File: src/rtl/wishbone_lsu_pkg.sv
// Shared encodings for the Wishbone load/store unit: access sizes, fault
// causes, FSM states and the pre-bus legality check.
package wishbone_lsu_pkg;

    typedef enum logic [1:0] {
        SIZE_BYTE = 2'b00,
        SIZE_HALF = 2'b01,
        SIZE_WORD = 2'b10,
        SIZE_ILL  = 2'b11
    } size_e;

    typedef enum logic [2:0] {
        CAUSE_NONE     = 3'd0,
        CAUSE_MISALIGN = 3'd1,
        CAUSE_BUS_ERR  = 3'd2,
        CAUSE_TIMEOUT  = 3'd3,
        CAUSE_RETRY    = 3'd4,
        CAUSE_ILL_SIZE = 3'd5
    } cause_e;

    // ST_GAP is the single idle cycle between a retry response and the reissue.
    typedef enum logic [1:0] {
        ST_IDLE = 2'd0,
        ST_BUS  = 2'd1,
        ST_GAP  = 2'd2,
        ST_DONE = 2'd3
    } state_e;

    // Faults that are known before any bus cycle is started.
    function automatic cause_e pre_bus_cause(input logic [1:0] size, input logic [1:0] addr_lo);
        cause_e c;
        c = CAUSE_NONE;
        case (size)
            2'b11:   c = CAUSE_ILL_SIZE;
            2'b01:   if (addr_lo[0]) c = CAUSE_MISALIGN;
            2'b10:   if (addr_lo != 2'b00) c = CAUSE_MISALIGN;
            default: c = CAUSE_NONE;
        endcase
        return c;
    endfunction

endpackage

File: src/rtl/wishbone_lsu_if.sv
// Wishbone classic bus bundle between the load/store unit (master) and the
// SoC interconnect (slave).
//
// Handshake: a transfer is offered while cyc_o and stb_o are both high, with
// adr_o/sel_o/we_o/dat_o stable for the whole offer. The slave ends the offer
// with ack_i, err_i or rty_i in one cycle (err_i beats rty_i beats ack_i when
// several are high). The master drops cyc_o/stb_o in the cycle after any
// termination, so a slave never sees a second strobe for the same response.
// dat_i carries meaning only in the cycle where ack_i is high.
interface wishbone_lsu_if;
    logic        cyc_o;
    logic        stb_o;
    logic        we_o;
    logic [31:0] adr_o;
    logic [3:0]  sel_o;
    logic [31:0] dat_o;
    logic [31:0] dat_i;
    logic        ack_i;
    logic        err_i;
    logic        rty_i;

    modport master (
        output cyc_o, stb_o, we_o, adr_o, sel_o, dat_o,
        input  dat_i, ack_i, err_i, rty_i
    );

    modport slave (
        input  cyc_o, stb_o, we_o, adr_o, sel_o, dat_o,
        output dat_i, ack_i, err_i, rty_i
    );
endinterface

File: src/rtl/wishbone_lsu_lane_align.sv
// Combinational byte-lane steering: byte-select and replicated write data
// for stores, lane extraction plus sign/zero extension for loads.
module wishbone_lsu_lane_align
    import wishbone_lsu_pkg::*;
(
    input  size_e       size_i,
    input  logic [1:0]  addr_lo_i,
    input  logic        unsigned_i,
    input  logic [31:0] wdata_i,
    input  logic [31:0] rd_word_i,
    output logic [3:0]  sel_o,
    output logic [31:0] wdat_o,
    output logic [31:0] load_o
);

    logic [7:0]  rd_byte;
    logic [15:0] rd_half;

    // Select lanes and replicate right-aligned store data across the word.
    always_comb begin
        sel_o  = 4'b0000;
        wdat_o = 32'h0;
        case (size_i)
            SIZE_BYTE: begin
                sel_o  = 4'b0001 << addr_lo_i;
                wdat_o = {4{wdata_i[7:0]}};
            end
            SIZE_HALF: begin
                sel_o  = 4'b0011 << addr_lo_i;
                wdat_o = {2{wdata_i[15:0]}};
            end
            SIZE_WORD: begin
                sel_o  = 4'b1111;
                wdat_o = wdata_i;
            end
            default: begin
                sel_o  = 4'b0000;
                wdat_o = 32'h0;
            end
        endcase
    end

    // Pick the addressed lane out of the bus word and extend it to 32 bits.
    always_comb begin
        rd_byte = rd_word_i[{addr_lo_i, 3'b000} +: 8];
        rd_half = rd_word_i[{addr_lo_i[1], 4'b0000} +: 16];
        case (size_i)
            SIZE_BYTE: load_o = unsigned_i ? {24'h0, rd_byte} : {{24{rd_byte[7]}}, rd_byte};
            SIZE_HALF: load_o = unsigned_i ? {16'h0, rd_half} : {{16{rd_half[15]}}, rd_half};
            default:   load_o = rd_word_i;
        endcase
    end

endmodule

File: src/rtl/wishbone_lsu.sv
// Load/store unit: turns one core byte/half/word access into a single
// Wishbone classic cycle, with retry, timeout and fault reporting.
module wishbone_lsu
    import wishbone_lsu_pkg::*;
#(
    parameter int TIMEOUT_CYCLES = 64,
    parameter int MAX_RETRY      = 3
) (
    input  logic        clk_i,
    input  logic        rst_i,
    input  logic        req_i,
    input  logic        we_i,
    input  logic [31:0] addr_i,
    input  logic [1:0]  size_i,
    input  logic        unsigned_i,
    input  logic [31:0] wdata_i,
    output logic        busy_o,
    output logic        done_o,
    output logic [31:0] rdata_o,
    output logic        fault_o,
    output logic [2:0]  fault_cause_o,
    output logic [1:0]  dbg_state_o,
    wishbone_lsu_if.master wb
);

    localparam int WW = (TIMEOUT_CYCLES < 2) ? 1 : $clog2(TIMEOUT_CYCLES);
    localparam int RW = (MAX_RETRY < 1) ? 1 : $clog2(MAX_RETRY + 1);

    state_e      state_q, state_d;
    logic        we_q, we_d;
    logic [31:0] addr_q, addr_d;
    size_e       size_q, size_d;
    logic        uns_q, uns_d;
    logic [31:0] wdata_q, wdata_d;
    logic [RW-1:0] retry_q, retry_d;
    logic [WW-1:0] wait_q, wait_d;
    logic        fault_q, fault_d;
    cause_e      cause_q, cause_d;
    logic [31:0] rdata_q, rdata_d;

    cause_e      pre_cause;
    logic [3:0]  lane_sel;
    logic [31:0] lane_wdat;
    logic [31:0] lane_load;
    logic        in_bus;

    assign pre_cause = pre_bus_cause(size_i, addr_i[1:0]);

    wishbone_lsu_lane_align u_lane_align (
        .size_i     (size_q),
        .addr_lo_i  (addr_q[1:0]),
        .unsigned_i (uns_q),
        .wdata_i    (wdata_q),
        .rd_word_i  (wb.dat_i),
        .sel_o      (lane_sel),
        .wdat_o     (lane_wdat),
        .load_o     (lane_load)
    );

    // Bus outputs are gated by the BUS state so the bus is quiet otherwise.
    assign in_bus    = (state_q == ST_BUS);
    assign wb.cyc_o  = in_bus;
    assign wb.stb_o  = in_bus;
    assign wb.we_o   = in_bus & we_q;
    assign wb.adr_o  = in_bus ? {addr_q[31:2], 2'b00} : 32'h0;
    assign wb.sel_o  = in_bus ? lane_sel : 4'b0000;
    assign wb.dat_o  = in_bus ? lane_wdat : 32'h0;

    assign done_o        = (state_q == ST_DONE);
    assign busy_o        = (state_q == ST_BUS) || (state_q == ST_GAP);
    assign fault_o       = done_o & fault_q;
    assign fault_cause_o = done_o ? cause_q : CAUSE_NONE;
    assign rdata_o       = done_o ? rdata_q : 32'h0;
    assign dbg_state_o   = state_q;

    // Next-state logic: request capture, bus termination handling, counters.
    always_comb begin
        state_d = state_q;
        we_d    = we_q;
        addr_d  = addr_q;
        size_d  = size_q;
        uns_d   = uns_q;
        wdata_d = wdata_q;
        retry_d = retry_q;
        wait_d  = wait_q;
        fault_d = fault_q;
        cause_d = cause_q;
        rdata_d = rdata_q;
        case (state_q)
            ST_IDLE: begin
                if (req_i) begin
                    we_d    = we_i;
                    addr_d  = addr_i;
                    size_d  = size_e'(size_i);
                    uns_d   = unsigned_i;
                    wdata_d = wdata_i;
                    retry_d = '0;
                    wait_d  = '0;
                    rdata_d = 32'h0;
                    cause_d = pre_cause;
                    fault_d = (pre_cause != CAUSE_NONE);
                    state_d = (pre_cause != CAUSE_NONE) ? ST_DONE : ST_BUS;
                end
            end
            ST_BUS: begin
                if (wb.err_i) begin
                    fault_d = 1'b1;
                    cause_d = CAUSE_BUS_ERR;
                    state_d = ST_DONE;
                end else if (wb.rty_i) begin
                    if (retry_q == RW'(MAX_RETRY)) begin
                        fault_d = 1'b1;
                        cause_d = CAUSE_RETRY;
                        state_d = ST_DONE;
                    end else begin
                        retry_d = retry_q + RW'(1);
                        wait_d  = '0;
                        state_d = ST_GAP;
                    end
                end else if (wb.ack_i) begin
                    rdata_d = we_q ? 32'h0 : lane_load;
                    state_d = ST_DONE;
                end else if (wait_q == WW'(TIMEOUT_CYCLES - 1)) begin
                    fault_d = 1'b1;
                    cause_d = CAUSE_TIMEOUT;
                    state_d = ST_DONE;
                end else begin
                    wait_d = wait_q + WW'(1);
                end
            end
            ST_GAP:  state_d = ST_BUS;
            ST_DONE: state_d = ST_IDLE;
            default: state_d = ST_IDLE;
        endcase
    end

    // State and request registers with synchronous reset.
    always_ff @(posedge clk_i) begin
        if (rst_i) begin
            state_q <= ST_IDLE;
            we_q    <= 1'b0;
            addr_q  <= 32'h0;
            size_q  <= SIZE_BYTE;
            uns_q   <= 1'b0;
            wdata_q <= 32'h0;
            retry_q <= '0;
            wait_q  <= '0;
            fault_q <= 1'b0;
            cause_q <= CAUSE_NONE;
            rdata_q <= 32'h0;
        end else begin
            state_q <= state_d;
            we_q    <= we_d;
            addr_q  <= addr_d;
            size_q  <= size_d;
            uns_q   <= uns_d;
            wdata_q <= wdata_d;
            retry_q <= retry_d;
            wait_q  <= wait_d;
            fault_q <= fault_d;
            cause_q <= cause_d;
            rdata_q <= rdata_d;
        end
    end

endmodule

File: src/flat_wrapper.sv
// flat-port wrapper written by rule: the top's interface ports become plain ports
module wishbone_lsu_flat import wishbone_lsu_pkg::*;
#(
    parameter int TIMEOUT_CYCLES = 64,
    parameter int MAX_RETRY      = 3
)
  (clk_i, rst_i, req_i, we_i, addr_i, size_i, unsigned_i, wdata_i, busy_o, done_o, rdata_o, fault_o, fault_cause_o, dbg_state_o, wb_cyc_o, wb_stb_o, wb_we_o, wb_adr_o, wb_sel_o, wb_dat_o, wb_dat_i, wb_ack_i, wb_err_i, wb_rty_i);
  wishbone_lsu_if wb_i ();
  input  logic clk_i;
  input  logic rst_i;
  input  logic req_i;
  input  logic we_i;
  input  logic [31:0] addr_i;
  input  logic [1:0] size_i;
  input  logic unsigned_i;
  input  logic [31:0] wdata_i;
  output logic busy_o;
  output logic done_o;
  output logic [31:0] rdata_o;
  output logic fault_o;
  output logic [2:0] fault_cause_o;
  output logic [1:0] dbg_state_o;
  output wire logic [$bits(wb_i.cyc_o)-1:0] wb_cyc_o;
  output wire logic [$bits(wb_i.stb_o)-1:0] wb_stb_o;
  output wire logic [$bits(wb_i.we_o)-1:0] wb_we_o;
  output wire logic [$bits(wb_i.adr_o)-1:0] wb_adr_o;
  output wire logic [$bits(wb_i.sel_o)-1:0] wb_sel_o;
  output wire logic [$bits(wb_i.dat_o)-1:0] wb_dat_o;
  input wire logic [$bits(wb_i.dat_i)-1:0] wb_dat_i;
  input wire logic [$bits(wb_i.ack_i)-1:0] wb_ack_i;
  input wire logic [$bits(wb_i.err_i)-1:0] wb_err_i;
  input wire logic [$bits(wb_i.rty_i)-1:0] wb_rty_i;
  assign wb_cyc_o = wb_i.cyc_o;
  assign wb_stb_o = wb_i.stb_o;
  assign wb_we_o = wb_i.we_o;
  assign wb_adr_o = wb_i.adr_o;
  assign wb_sel_o = wb_i.sel_o;
  assign wb_dat_o = wb_i.dat_o;
  assign wb_i.dat_i = wb_dat_i;
  assign wb_i.ack_i = wb_ack_i;
  assign wb_i.err_i = wb_err_i;
  assign wb_i.rty_i = wb_rty_i;
  wishbone_lsu #(.TIMEOUT_CYCLES(TIMEOUT_CYCLES), .MAX_RETRY(MAX_RETRY)) u_core (.clk_i(clk_i), .rst_i(rst_i), .req_i(req_i), .we_i(we_i), .addr_i(addr_i), .size_i(size_i), .unsigned_i(unsigned_i), .wdata_i(wdata_i), .busy_o(busy_o), .done_o(done_o), .rdata_o(rdata_o), .fault_o(fault_o), .fault_cause_o(fault_cause_o), .dbg_state_o(dbg_state_o), .wb(wb_i));
endmodule
File: config.mk
export PLATFORM = sky130hd
export DESIGN_NAME = wishbone_lsu_flat
export DESIGN_NICKNAME = d
export VERILOG_FILES = /design/src/rtl/wishbone_lsu_pkg.sv /design/src/rtl/wishbone_lsu_if.sv /design/src/rtl/wishbone_lsu_lane_align.sv /design/src/rtl/wishbone_lsu.sv /design/src/flat_wrapper.sv
export SDC_FILE = /design/constraint.sdc
export NUM_CORES = 1
export LEC_CHECK = 0
export ABC_AREA = 1
export ABC_CLOCK_PERIOD_IN_PS = 5600
export CORE_MARGIN = 2
export CORE_UTILIZATION = 49
export CTS_BUF_LIST = sky130_fd_sc_hd__clkbuf_4 sky130_fd_sc_hd__clkbuf_8 sky130_fd_sc_hd__clkbuf_16
export CTS_CLUSTER_SIZE = 28
export DETAILED_ROUTE_END_ITERATION = 7
export GPL_ROUTABILITY_DRIVEN = 0
export PLACE_DENSITY = 0.86
export SLEW_MARGIN = 20
export SYNTH_ARGS = -nofsm -noshare
export SYNTH_HDL_FRONTEND = slang
export SYNTH_SLANG_ARGS = --single-unit
File: constraint.sdc
create_clock -name clk_i -period 5.6 [get_ports clk_i]
set_input_delay 1.68 -clock clk_i [delete_from_list [all_inputs] [get_ports clk_i]]
set_output_delay 1.68 -clock clk_i [all_outputs]
set_load 0.02 [all_outputs]
After elaboration in Yosys (flattened, before gate mapping)
Cells that the tools add are included.
{"block": "word_totals", "register_bits": 114, "out_inout_bits": 111, "elab_cells": 107}
{"block": "op_classes", "add_sub_neg": 2, "eq_ne": 23, "n_shift": 4, "muxes": 53, "bitwise": 2, "reduce_logical": 12}
{"cell": "$mux 32", "n": 10}
{"cell": "$pmux 32 s2", "n": 2}
{"cell": "$pmux 32 s3", "n": 1}
{"cell": "$mux 6", "n": 6}
{"cell": "$shiftx 32x6->16", "n": 1}
{"cell": "$shiftx 32x6->8", "n": 1}
{"cell": "$mux 3", "n": 7}
{"cell": "$mux 2", "n": 10}
{"cell": "$reduce_and 5->1", "n": 3}
{"cell": "$eq 2x2->1 const B", "n": 6}
{"cell": "$ne 2x2->1 const B", "n": 6}
{"cell": "$ne 4x4->1 const B", "n": 3}
{"cell": "$pmux 4 s3", "n": 1}
{"cell": "$pmux 6 s2", "n": 1}
{"cell": "$mux 1", "n": 9}
{"cell": "$ne 3x3->1 const B", "n": 3}
{"cell": "$pmux 3 s3", "n": 1}
{"cell": "$pmux 2 s4", "n": 1}
{"cell": "$add 6x1->6 const B", "n": 1}
{"cell": "$eq 2x1->1 const B", "n": 3}
{"cell": "$eq 6x6->1 const B", "n": 1}
{"cell": "$pmux 3 s2", "n": 1}
{"cell": "$reduce_and 6->1", "n": 1}
{"cell": "$ne 5x5->1 const B", "n": 1}
{"cell": "12 further kinds", "n": 16}

Depth between registers and ports, before layout
Gate-level depths: netlist (run 1).
{"block": "logic_depth", "depth_word": 8, "depth_mapped": 11}

Hierarchy
From an unflattened synthesis (run 1), not the netlist that was laid out.
{"block": "hier_totals", "cells_unflattened": 1098, "area_unflattened_um2": 6590.1}
{"module": "wishbone_lsu", "instances": 1, "cells_per_inst": 827, "area_each_um2": 5388.9, "seq_area_each_um2": 2282.2}
{"module": "wishbone_lsu_lane_align", "instances": 1, "cells_per_inst": 271, "area_each_um2": 1201.2, "seq_area_each_um2": 0.0}

Worst setup path before layout (run 1)
No wires, ideal clock.
{"block": "synth_path", "path_kind": "register to output", "start": "register u_core.state_q[0], in the netlist u_core.dbg_state_o[0]", "end": "output port wb_sel_o[1]", "arrival_time_ns": 1.887, "required_time_ns": 3.920, "path_slack_ns": 2.033, "path_stages_with_launch": 6, "path_cell_list": "dfxtp_1 > ha_1 > clkbuf_1 > nand2_1 > clkbuf_1 > a21oi_1"}
{"block": "synth_between", "elab_chain_cells": 2}
{"element": "from (decl)", "line_no": "wishbone_lsu.sv:29", "text": "state_e state_q, state_d;"}
{"element": "from (signal assigned)", "line_no": "wishbone_lsu.sv:152", "text": "state_q <= state_d;"}
{"element": "$eq 2x1->1", "line_no": "wishbone_lsu.sv:61", "text": "assign in_bus = (state_q == ST_BUS);"}
{"element": "named net wb_cyc_o", "line_no": "flat_wrapper.sv:23", "text": "output wire logic [$bits(wb_i.cyc_o)-1:0] wb_cyc_o;"}
{"element": "$mux 4", "line_no": "wishbone_lsu.sv:66", "text": "assign wb.sel_o = in_bus ? lane_sel : 4'b0000;"}
{"element": "to (decl)", "line_no": "flat_wrapper.sv:27", "text": "output wire logic [$bits(wb_i.sel_o)-1:0] wb_sel_o;"}
The timed path passes the listed nets, and every way through them passes these cells.

Worst setup path in the final report (run 1)
{"block": "layout_path", "start": "register u_core.size_q[1]", "end": "output port wb_dat_o[29]"}
{"block": "layout_between", "elab_chain_cells": 3, "word_cells_on_any_way": 5, "classes_between": "2 x eq/ne; 2 x mux; 1 x reduce/logical"}
{"element": "from (decl)", "line_no": "wishbone_lsu.sv:32", "text": "size_e size_q, size_d;"}
{"element": "from (signal assigned)", "line_no": "wishbone_lsu.sv:155", "text": "size_q <= size_d;"}
{"element": "$eq 2x2->1 (tied with other cells)", "line_no": "wishbone_lsu_lane_align.sv:23", "text": "case (size_i)"}
{"element": "$pmux 32 s3 *", "line_no": "wishbone_lsu_lane_align.sv:23"}
{"element": "$mux 32 *", "line_no": "wishbone_lsu.sv:67", "text": "assign wb.dat_o = in_bus ? lane_wdat : 32'h0;"}
{"element": "to (decl)", "line_no": "flat_wrapper.sv:28", "text": "output wire logic [$bits(wb_i.dat_o)-1:0] wb_dat_o;"}
Mark *: on every way between the ends. The rest lies on a longest branch, timed or not.

==> qor.txt, run 1 <==
Final Cell Area: 8840 um2
Nets: 1305
Crit path launch type: register
Post-synthesis cell type count: 28
CP Class: register to primary output
CP max-delay cell: clkdlybuf4s50_1
Drt first-iter violations: 569
Synthesis-stage register bit count: 114
Leak: 4.11 nW
FP Rows: 40
Max_cap viols: 0
Pwr/cell area: 390 nW/um2
Yosys Warn Count: 0
Die area: 13400 um2
Most frequent CP cell: nand2_1
Met2 Routed Length: 9.24 mm
Largest net degree at the start of global routing: 83
Diode count: 0
CTS HTree Levels: 4
DR vias: 6961
I/O Pins: 217
Most common cell after layout, fill and taps aside: nand2_1
Global-route usage over all layers: 0.292
CP top delay family: buffers and inverters
Synth area leaders: dfxtp_1, nand2_1, nor2_1
Worst-path maximum fanout: 31
Max incr delay on CP: 0.61 ns
CTS tree: done
Worst-Margin Slew: 0.977 ns
P&R area growth vs syn: 44.5%
# hold bufs at CTS: 0
Setup TNS: 0 ns
Synth top area share: 0.373
Max-slew violation count: 0
DR top layer: met4
Fin crit share: 0.801
Post-Route Skew: 0.00590 ns
CP endpoint kind: primary output
Layout fillers: 1019
Maximum vdd drop: 0.246 mV
CTS buffer count: 17
Metal3 WL: 1.83 mm
Syn Area/Cell: 6.04 um2
Final setup fails: 0
TritonRoute pass-1 iters: 5
PortBufs: 214
GRT Residual Overflow: 0
Setup bufs post-CTS: 0
Post-synth EDFFs: 0
Share of layout cells above drive strength 1: 0.0457
Initial Util: 0.505
Crit path DAT: 2.80 ns
Status: finished clean
Resized cells post-CTS: 0
Initial antenna violation count: 0
Post-route DRC: 0
Fmax: 223 MHz
Die span in x: 116 um
Post-route minimum period: 4.48 ns
Seq/Total Area, Yosys: 0.373
Worst-path cell chain: inv_2 > nand2_1 > inv_2 > nand2_1 > nand3_1 > nand2_1 > inv_1 > clkdlybuf4s50_1
Area after DPL: 8260 um2
Fin util: 0.730
Worst EP required: 3.92 ns
Die height: 116 um
Slew margin rel.: 0.348
Worst Hold Class: register to register
Final Hold Viols: 0
WL per Instance: 14.2 um
Async S/R FF share, synth: 0
Worst skew pair latency: 0.41 ns
Post-Syn Area: 6120 um2
Top_reg_cell synth: dfxtp_1
Total wire length: 19.5 mm
WP buf/inv: 4
Vias per cell: 5.08
Vias in the first global route: 6409
M1 wire length: 7.96 mm
CTS Buffer Depth: 2
Power Total: 3.45 mW
Commonest cells after routing, fill and taps aside: nand2_1, clkdlybuf4s50_1, nor2_1, dfxtp_1, inv_1
CORE AREA: 12100 um2
Clk Tree Root Cell: clkbuf_16
First-pass GRT wire length: 30.7 mm
RSZ-0062 raised after global routing: false
CTS Sinks: 114
CTS clock-pin slew for the worst setup and hold paths: 0.05 ns
Synth area leader: dfxtp_1
Mapped Cells: 1014
Post-route ant nets: 0
DP Wirelength: 13.4 mm
stage by stage:
step / std cells / hold WS [ns] / setup slack (ns)
finish: 1371 / 0.461 / 1.12
global route: 1371 / 0.479 / 0.919
CTS: 1371 / 0.464 / 1.14
detailed placement: 1342 / 0.456 / 1.58
global placement: 1342 / 0.452 / 1.67
floorplan: 1015 / 0.446 / 2.03
worst reg2reg max path: cells and delay by family (launching register included):
family,cells,cell delay (ns)
AOI/OAI and AO/OA,2,0.41
adders and majority gates,1,0.49
buffers and inverters,2,0.46
and+or+nand+nor,2,0.82
DFF,1,0.36
state kept, by name, summed over array words and instances, names as in the netlist:
| signal | flops |
|---|---|
| u_core.addr_q | 32 |
| u_core.cause_q | 3 |
| u_core.dbg_state_o | 2 |
| u_core.fault_q | 1 |
| u_core.rdata_q | 32 |
| u_core.retry_q | 2 |
| u_core.size_q | 2 |
| u_core.uns_q | 1 |
| u_core.wait_q | 6 |
| u_core.wdata_q | 32 |
| u_core.we_q | 1 |
area by class of cell:
type                       instances  area (um2)  area share
multi-input combinational        721        3130       0.354
sequential                       114        2280       0.258
timing repair buffer             220        2200       0.249
clock buffer                      23         495      0.0560
inverter                         119         447      0.0505
tap                              168         210      0.0238
clock inverter                     6        80.1     0.00906
power breakdown:
| part | internal, mW | leakage (nW) | switching [mW] | total, mW |
|---|---|---|---|---|
| logic | 0.462 | 2.89 | 0.849 | 1.31 |
| registers | 0.972 | 0.935 | 0.110 | 1.08 |
| clock network | 0.699 | 0.291 | 0.359 | 1.06 |
| total | 2.13 | 4.11 | 1.32 | 3.45 |
cell usage after synthesis (5+ instances only):
master / instances
nand3_1: 35
o21ai_0: 97
buf_2: 12
nor3_1: 5
dfxtp_1: 114
inv_2: 8
clkbuf_1: 40
nand2_1: 278
ha_1: 6
a21oi_1: 84
nor2_1: 198
inv_1: 111
kinds of logic (layout without fill, tap and decap cells):
kind of cell / Yosys count / after routing / share of synthesized area
and+or+nand+nor: 524 / 524 / 0.337
DFF: 114 / 114 / 0.373
AOI/OAI and AO/OA: 188 / 188 / 0.158
adders and majority gates: 6 / 6 / 0.0123
other: 1 / 2 / 0.000613
xor gates and xnor gates: 1 / 1 / 0.00143
buffers and inverters: 180 / 368 / 0.118
metal layers:
| metal | GRT usage | up-vias |
|---|---|---|
| li1 | - | 3490 |
| met3 | 0.107 | 39 |
| met1 | 0.340 | 3122 |
| met5 | 0 | - |
| met4 | 0.107 | 0 |
| met2 | 0.494 | 310 |
worst paths after layout:
check | startpoint | to | slack [ns] | cells after the start
max | u_core.size_q[1] | wb_dat_o[29] | 1.12 | 8
min | u_core.rdata_q[11] | u_core.rdata_q[11] | 0.46 | 2
max reg2reg | u_core.dbg_state_o[1] | u_core.rdata_q[26] | 2.94 | 7
min reg2reg | u_core.rdata_q[11] | u_core.rdata_q[11] | 0.46 | 2
Power figures use the tool's default switching activity.
==> inputs of run 2 (changes only) <==
- ABC_CLOCK_PERIOD_IN_PS: 5600 -> 4000
- CORE_UTILIZATION: 49 -> 41
- PLACE_DENSITY: 0.86 -> 0.77
- clock period: 5.6 -> 4 ns (I/O delays scaled with it)
==> run 2 against run 1 <==
  * First-iteration DRC count is 18% higher
  * Utilization is 12 points lower
  * Total power is 40% higher
  * Clock-buffer cell count is 3 higher
  * Via count is 0.49% lower
  * Register-to-register slack worse by 1.5 ns
  * Highest routed layer unchanged
==> qor.txt, run 2 (same netlist as run 1, synthesis figures left out) <==
Status: finished clean
Pwr/cell area: 543 nW/um2
Post-route ant nets: 0
Global-route usage over all layers: 0.240
Post-Route Skew: 0.00977 ns
Nets: 1310
GRT Residual Overflow: 0
Clock power share: 0.303
Post-route minimum period: 3.83 ns
CTS clock-pin slew for the worst setup and hold paths: 0.05 ns
Worst-Margin Slew: 0.971 ns
Worst-path maximum fanout: 17
FP Rows: 44
Final setup fails: 0
Total wire length: 19.6 mm
Post-route DRC: 0
P&R area growth vs syn: 45.2%
Combinational Power Share: 0.384
Switch Pwr: 1.84 mW
Commonest cells after routing, fill and taps aside: nand2_1, clkdlybuf4s50_1, nor2_1, dfxtp_1, inv_1
PortBufs: 214
CTS HTree Levels: 4
Worst r2r src: u_core.dbg_state_o[1]
Max_cap viols: 0
Slew margin rel.: 0.348
CP Class: register to primary output
Fmax: 261 MHz
# hold bufs at CTS: 0
Drt first-iter violations: 673
Vias per cell: 4.97
Fin crit share: 0.957
I/O Pins: 217
Largest net degree at the start of global routing: 82
Worst EP required: 2.80 ns
Worst Hold Class: register to register
First-pass GRT wire length: 30.9 mm
Leak: 4.13 nW
Max-slew violation count: 0
Die height: 126 um
Final Hold Viols: 0
WL per Instance: 14.0 um
Worst skew pair latency: 0.41 ns
Largest registers: u_core.addr_q: 32 flops, u_core.rdata_q: 32 flops, u_core.wdata_q: 32 flops
Crit path DAT: 2.63 ns
DR vias: 6927
RR Endpoint: u_core.rdata_q[10]
Initial Util: 0.421
Int Pwr: 2.98 mW
CORE AREA: 14500 um2
RSZ-0062 raised after global routing: false
Most common cell after layout, fill and taps aside: nand2_1
Hold Slack: 0.467 ns
Vias in the first global route: 6174
Initial antenna violation count: 0
Reg2reg path depth: 8
Setup TNS: 0 ns
CTS Sinks: 114
Die span in x: 126 um
Switch share: 0.382
R2r setup slk: 1.49 ns
CP Launch Point: u_core.size_q[1]
CTS buffer count: 17
Share of layout cells above drive strength 1: 0.0512
Crit path launch type: register
CP endpoint kind: primary output
Diode count: 0
Die area: 15900 um2
Critical path capture point: wb_dat_o[31]
DP Wirelength: 13.8 mm
Clk Tree Root Cell: clkbuf_16
CTS Buffer Depth: 2
TritonRoute pass-1 iters: 5
Maximum vdd drop: 0.279 mV
Fin util: 0.611
CTS tree: done
Sequential share of power: 0.314
## run 2: changes by cell type in the layout (fill, tap and decap cells not counted), sizes merged
cell    delta
clkbuf     +3
bufinv     -1
clkinv     -1
inv        +1
buf        +5
## run 2: critical path, cell delays in order (launching register included)
cell and delay, ns:
dfxtp_1 0.37, inv_2 0.26, nand2_1 0.30, inv_2 0.36, nand2_1 0.09, nand3_1 0.11, nand2_1 0.06, inv_1 0.06
clkdlybuf4s50_1 0.59
## run 2: repair_timing
action / CTS / global route
setup endpoints to repair: 0 / 3
gates resized for setup: 0 / 1
setup buffers: 0 / 0
## run 2: metal layers
layer	up-vias	part of all wire	track usage	wire [um]
met5	-	0	0	0
met4	0	0.020	0.0795	398
met3	39	0.11	0.106	2230
met2	317	0.45	0.375	8790
met1	3080	0.42	0.297	8170
li1	3491	-	-	-
## run 2: power groups by stage
| stage | sequential (mW) | clock, mW | combinational [mW] |
|---|---|---|---|
| 6_report | 1.51 | 1.46 | 1.85 |
| 4_1_cts | 1.51 | 1.48 | 1.85 |
| 2_1_floorplan | 1.49 | 0 | 1.25 |
| 3_3_place_gp | 1.52 | 0 | 1.83 |
| 3_5_place_dp | 1.53 | 0 | 1.84 |
| 5_1_grt | 1.54 | 1.54 | 2.06 |
## run 2: cell type report
class	instances	area [um2]
Fill cell	1381	5650
Multi-Input combinational cell	721	3130
Sequential cell	114	2280
Timing Repair Buffer	225	2220
Clock buffer	26	524
Inverter	119	447
Tap cell	184	230
Clock inverter	5	50.0
## run 2: through the flow
step,cell area [um2],setup WS (ns),instances,total power [mW]
after floorplan,6120,0.913,1015,2.74
after global placement,8310,0.713,1363,3.35
after detailed placement,8310,0.658,1363,3.36
after CTS,8880,0.189,1394,4.84
after global routing,8880,0.0210,1394,5.14
final,8880,0.170,1394,4.82
## run 2: how the worst min path moves through the flow
| stage | end | startpoint | slack (ns) | depth (start not counted) |
|---|---|---|---|---|
| floorplan | u_core.rdata_q[0] | u_core.rdata_q[0] | 0.45 | 2 |
| global placement | u_core.rdata_q[11] | u_core.rdata_q[11] | 0.45 | 2 |
| detailed placement | u_core.rdata_q[31] | u_core.rdata_q[31] | 0.46 | 2 |
| CTS | u_core.rdata_q[31] | u_core.rdata_q[31] | 0.46 | 2 |
| global route | u_core.rdata_q[19] | u_core.rdata_q[19] | 0.48 | 2 |
| finish | u_core.rdata_q[22] | u_core.rdata_q[22] | 0.47 | 2 |
==> patch 1 (flow settings as in run 2) <==
`TIMEOUT_CYCLES` is set to 64 in 2 places; all go to 32.
--- a/src/rtl/wishbone_lsu.sv
+++ b/src/rtl/wishbone_lsu.sv
@@ -3,7 +3,7 @@
 module wishbone_lsu
     import wishbone_lsu_pkg::*;
 #(
-    parameter int TIMEOUT_CYCLES = 64,
+    parameter int TIMEOUT_CYCLES = 32,
     parameter int MAX_RETRY      = 3
 ) (
     input  logic        clk_i,
--- a/src/flat_wrapper.sv
+++ b/src/flat_wrapper.sv
@@ -1,7 +1,7 @@
 // flat-port wrapper written by rule: the top's interface ports become plain ports
 module wishbone_lsu_flat import wishbone_lsu_pkg::*;
 #(
-    parameter int TIMEOUT_CYCLES = 64,
+    parameter int TIMEOUT_CYCLES = 32,
     parameter int MAX_RETRY      = 3
 )
   (clk_i, rst_i, req_i, we_i, addr_i, size_i, unsigned_i, wdata_i, busy_o, done_o, rdata_o, fault_o, fault_cause_o, dbg_state_o, wb_cyc_o, wb_stb_o, wb_we_o, wb_adr_o, wb_sel_o, wb_dat_o, wb_dat_i, wb_ack_i, wb_err_i, wb_rty_i);
Function: no difference found for any inputs over 4 cycles, from zero or initial values and one cycle with rst_i high; that may be too few to reach the edited logic, so the function may still have changed.
==> patch 1 against run 2 <==
Power decreased by 0.88%. Fmax increased by 1.7%. Sequential cell count decreased by 1. Area after synthesis decreased by 1.2%. Design area decreased by 0.56%. Routed wire length decreased by 1.5%. Setup slack improved by 0.065 ns. Count of clock-buffer cells in the layout increased by 1. Via count decreased by 1.8%. First-iteration DRC count decreased by 18%. Critical path type unchanged.
==> patch 1: results (changes against run 2) <==
* Outcome: completed
* Worst-skew pair later-pin latency at 0.41 ns (about the same)
* Largest registers: u_core.addr_q: 32 flops, u_core.rdata_q: 32 flops, u_core.wdata_q: 32 flops
* Vias per cell at 4.95 (-0.33%)
* Crit-path max FO at 10 (-7)
* WP data arrival at 2.56 ns (-0.07 ns)
* Final Hold Fails at 0 (unchanged)
* H-tree depth at 4 (unchanged)
* CTS Buffer Depth at 2 (unchanged)
* Most frequent cells after synthesis: nand2_1 (271), nor2_1 (190), dfxtp_1 (113)
* Leak at 0.00409 µW (-1.0%)
* Detailed Route Iter0 Violations at 552 (-18%)
* Seq/Total Area, Yosys at 0.374 (+0.00116)
* CTS Root Cell: clkbuf_16
* Reg2Reg Launch Point: u_core.dbg_state_o[1]
* Beginning of the critical path: u_core.size_q[1]
* Rows at 44 (unchanged)
* HPWL after DPL at 14100 µm (+1.9%)
* Least-Margin Pin Slew at 0.645 ns (-0.326 ns)
* Reg clk slew, reported paths at 0.05 ns (about the same)
* Reg2Reg Setup Slack at 1.54 ns (+0.05 ns)
* All-Layer GR Usage at 0.243 (+0.00329)
* Filler Cell Count at 1394 (+0.94%)
* First-pass GRT wire length at 30800 µm (-0.13%)
* Synth warnings at 0 (unchanged)
* Max Clock Skew at 0.00648 ns (-0.00329 ns)
* TritonRoute pass-1 iters at 5 (unchanged)
* Setup crit end: wb_dat_o[9]
* Fin cells at 1374 (-1.4%)
* Distinct cells, synth at 32 (+14%)
* Reg2Reg Depth at 8 (unchanged)
* Area contributors post-synth: dfxtp_1 (37%), nand2_1 (17%), nor2_1 (12%), o21ai_0 (7.6%), a21oi_1 (7.1%)
* Vias in the first global route at 6347 (+2.8%)
* Antenna violations before repair at 0 (unchanged)
* Buffers on Ports at 214 (unchanged)
* Ys async rst share at 0 (unchanged)
* Share of cells above drive strength 1 at 0.0538 (+0.00259)
* Hold/Removal Path Class: flop to flop
* CTS buffer count at 17 (unchanged)
* Pin count of the biggest net entering global routing at 56 (-32%)
* Peak VDD IR at 0.335 mV (+20%)
* Fin nets at 1290 (-1.5%)
* Final wirelength at 19300 µm (-1.5%)
* Gate Count Post-Synth at 992 (-2.2%)
* Reg-to-reg endpoint: u_core.rdata_q[10]
## patch 1: cell count changes in the layout (fill, tap and decap cells not counted), sizes merged, moves of 2 or more
cell / run 2 / this run
nor2: 201 / 192
nor3: 5 / 3
nand3: 37 / 31
or2: 0 / 2
o21ai: 100 / 97
nand2: 278 / 272
## patch 1: per-layer routing
| metal | vias up | global-route usage | share of wire |
|---|---|---|---|
| li1 | 3431 | - | - |
| met5 | - | 0 | 0 |
| met1 | 3054 | 0.284 | 0.42 |
| met3 | 43 | 0.109 | 0.10 |
| met4 | 0 | 0.113 | 0.033 |
| met2 | 277 | 0.383 | 0.44 |
## patch 1: cells by family (layout without fill, tap and decap cells)
family	after synthesis	in the layout	synth area share
AOI/OAI and AO/OA	188	188	0.160
adders and majority gates	7	7	0.0145
buffers and inverters	180	376	0.121
DFF	113	113	0.374
other	1	3	0.000620
and+or+nand+nor	503	503	0.329
## patch 1: area by class of cell
class	count	area, µm²	share of cell area
Tap cell	184	230	0.0261
Clock inverter	4	23.8	0.00269
Timing Repair Buffer	226	2260	0.255
Sequential cell	113	2260	0.256
Multi-Input combinational cell	700	3070	0.347
Inverter	119	452	0.0511
Clock buffer	27	538	0.0609
Antenna cell	1	2.50	0.000283
## patch 1: how the worst min path moves through the flow
stage	from	to	cells after the start
floorplan	u_core.rdata_q[0]	u_core.rdata_q[0]	2
global placement	u_core.rdata_q[5]	u_core.rdata_q[5]	2
detailed placement	u_core.rdata_q[13]	u_core.rdata_q[13]	2
CTS	u_core.rdata_q[2]	u_core.rdata_q[2]	2
global route	u_core.rdata_q[0]	u_core.rdata_q[0]	2
finish	u_core.rdata_q[10]	u_core.rdata_q[10]	2
## patch 1: worst max-delay path: stages, from the launching register on
cell and delay [ns]:
dfxtp_1 0.52, nor2_2 0.17, nor2_1 0.52, nand2_1 0.10, a21oi_1 0.17, clkdlybuf4s50_1 0.67
## patch 1: per-stage QoR
step                utilization  cell area, µm²  worst slack (ns)  hold slack (ns)  total power [µW]
finish                    0.610            8830             0.235            0.462              4780
global route              0.610            8830            0.0166            0.483              5090
CTS                       0.609            8820            0.0473            0.464              4800
detailed placement        0.571            8260             0.494            0.456              3380
global placement          0.571            8260             0.586            0.453              3360
floorplan                     -            6050              1.01            0.445              2750
## patch 1: what timing repair did
action                     CTS  global route
setup buffers                0             0
setup endpoints to repair    0            10
gates resized for setup      0             4
## patch 1: report_power, final
group          switching [µW]  total [µW]  internal [µW]
clock                     496        1410            910
combinational            1190        1880            688
sequential                141        1490           1350
==> patch 2 (settings of run 2) <==
Without the edit above. `wdata_q` no longer has a reset.
--- a/src/rtl/wishbone_lsu.sv
+++ b/src/rtl/wishbone_lsu.sv
@@ -142,7 +142,6 @@
             addr_q  <= 32'h0;
             size_q  <= SIZE_BYTE;
             uns_q   <= 1'b0;
-            wdata_q <= 32'h0;
             retry_q <= '0;
             wait_q  <= '0;
             fault_q <= 1'b0;
@@ -154,7 +153,6 @@
             addr_q  <= addr_d;
             size_q  <= size_d;
             uns_q   <= uns_d;
-            wdata_q <= wdata_d;
             retry_q <= retry_d;
             wait_q  <= wait_d;
             fault_q <= fault_d;
@@ -163,5 +161,9 @@
         end
     end
 
+    always_ff @(posedge clk_i) begin
+        wdata_q <= wdata_d;
+    end
+
 endmodule
 
Function: no difference found for any inputs over 4 cycles, from zero or initial values and one cycle with rst_i high; that may be too few to reach the edited logic, so the function may still have changed.
==> patch 2 against run 2 <==
Routed wire length shrank 8.9%. Utilization grew 0.50 points. Setup slack better by 0.056 ns. Clock power increased by 11%. Area after synthesis is 1.7% lower. Sequential cell count is the same. Design area about the same. Power up 1.4%. Largest cell class unchanged.
==> patch 2: results (changes against run 2) <==
* Outcome: completed
* All-Layer GR Usage at 0.226 (-0.0138)
* Worst-skew pair later-pin latency at 0.42 ns
* Via Count at 6235 (-10%)
* Leak at 0.00408 µW (-1.4%)
* CTS Buffer Depth at 2 (unchanged)
* Max Clock Skew at 0.00829 ns (-0.00148 ns)
* Vias in the first global route at 5927 (-4.0%)
* Seq/Total Area, Yosys at 0.433 (+0.0596)
* Reg clk slew, reported paths at 0.06 ns
* H-tree depth at 4 (unchanged)
* Pin count of the biggest net entering global routing at 59 (-28%)
* # diodes at 0 (unchanged)
* Largest registers: u_core.addr_q: 32 flops, u_core.rdata_q: 32 flops, u_core.wdata_q: 32 flops
* Instance area at placement at 8260 µm² (-0.56%)
* Share of cells above drive strength 1 at 0.0766 (+0.0253)
* TritonRoute pass-1 iters at 6 (+1)
* EDFF count, synth at 32 (+32)
* Buffers on Ports at 214 (unchanged)
* Post_cts resized at 0 (unchanged)
* Filler Cell Count at 1301 (-5.8%)
* Synth warnings at 0 (unchanged)
* Hold/Removal Path Class: flop to flop
* P_int at 3100 µW (+4.1%)
* GR Util met2 at 0.367 (-0.00839)
* Area contributors post-synth: dfxtp_1 (27%), edfxtp_1 (16%), nand2_1 (16%), nor2_1 (9.5%), inv_1 (6.6%)
* Peak VDD IR at 0.298 mV (+6.7%)
* Least-Margin Pin Slew at 0.668 ns (-0.303 ns)
* Met1 usage at 0.274 (-0.0233)
* Fin nets at 1196 (-8.7%)
* Antenna violations before repair at 1 (+1)
* Final wirelength at 17800 µm (-8.9%)
* Ys async rst share at 0 (unchanged)
* GR Util met3 at 0.0860 (-0.0198)
* Crit-path max FO at 11 (-6)
* Most frequent cells after synthesis: nand2_1 (252), nor2_1 (153), inv_1 (105)
* Distinct cells, synth at 35 (+25%)
* HPWL after DPL at 12700 µm (-8.1%)
* Final core utilization at 0.616 (+0.00501)
* WP data arrival at 2.57 ns (-0.06 ns)
* CTS Root Cell: clkbuf_16
* Detailed Route Iter0 Violations at 494 (-27%)
* First-pass GRT wire length at 28700 µm (-6.8%)
-- patch 2: worst paths after layout --
check                        startpoint                 end  slack [ns]  depth (start not counted)
setup / recovery  u_core.dbg_state_o[0]         wb_dat_o[4]        0.23                          6
setup reg to reg  u_core.dbg_state_o[1]  u_core.rdata_q[27]        1.56                          9
hold reg to reg      u_core.rdata_q[19]  u_core.rdata_q[19]        0.46                          2
hold / removal       u_core.rdata_q[19]  u_core.rdata_q[19]        0.46                          2
-- patch 2: metal layers --
layer	vias up	routed length [µm]
li1	3156	-
met1	2785	7430
met2	263	8240
met3	29	1790
met4	2	361
met5	-	11
-- patch 2: stage by stage --
step	setup slack [ns]	cells	hold slack, ns
floorplan	1.04	887	0.432
global placement	0.765	1249	0.448
detailed placement	0.701	1249	0.457
CTS	0.225	1281	0.467
global route	0.0166	1281	0.480
finish	0.226	1281	0.464
-- patch 2: logic make-up (layout without fill, tap and decap cells) --
kind of cell / Yosys count / in the layout / synth area share
buf+inv: 159 / 369 / 0.110
xor+xnor: 1 / 1 / 0.00146
simple gates: 466 / 466 / 0.315
flops: 114 / 114 / 0.433
other cells: 1 / 2 / 0.000623
compound gates: 139 / 139 / 0.128
fa+ha+maj: 6 / 6 / 0.0125
-- patch 2: power by group through the flow --
stage | Clock, µW | Combinational, µW | Sequential [µW]
2_1_floorplan | 0 | 1140 | 1520
3_3_place_gp | 0 | 1730 | 1540
3_5_place_dp | 0 | 1750 | 1550
4_1_cts | 1640 | 1750 | 1530
5_1_grt | 1690 | 1930 | 1550
6_report | 1620 | 1750 | 1530
-- patch 2: critical path: stages (launching register included) --
cell and delay [ns]:
dfxtp_1 0.44, ha_2 0.25, inv_2 0.13, nor2_1 0.18, clkinv_1 0.32, nor2_1 0.20, clkdlybuf4s50_1 0.63
-- patch 2: area by class of cell --
type | instances | area share
Clock buffer | 17 | 0.0479
Tap cell | 184 | 0.0259
Timing Repair Buffer | 225 | 0.252
Inverter | 112 | 0.0481
Multi-Input combinational cell | 614 | 0.311
Clock inverter | 15 | 0.0231
Sequential cell | 114 | 0.293
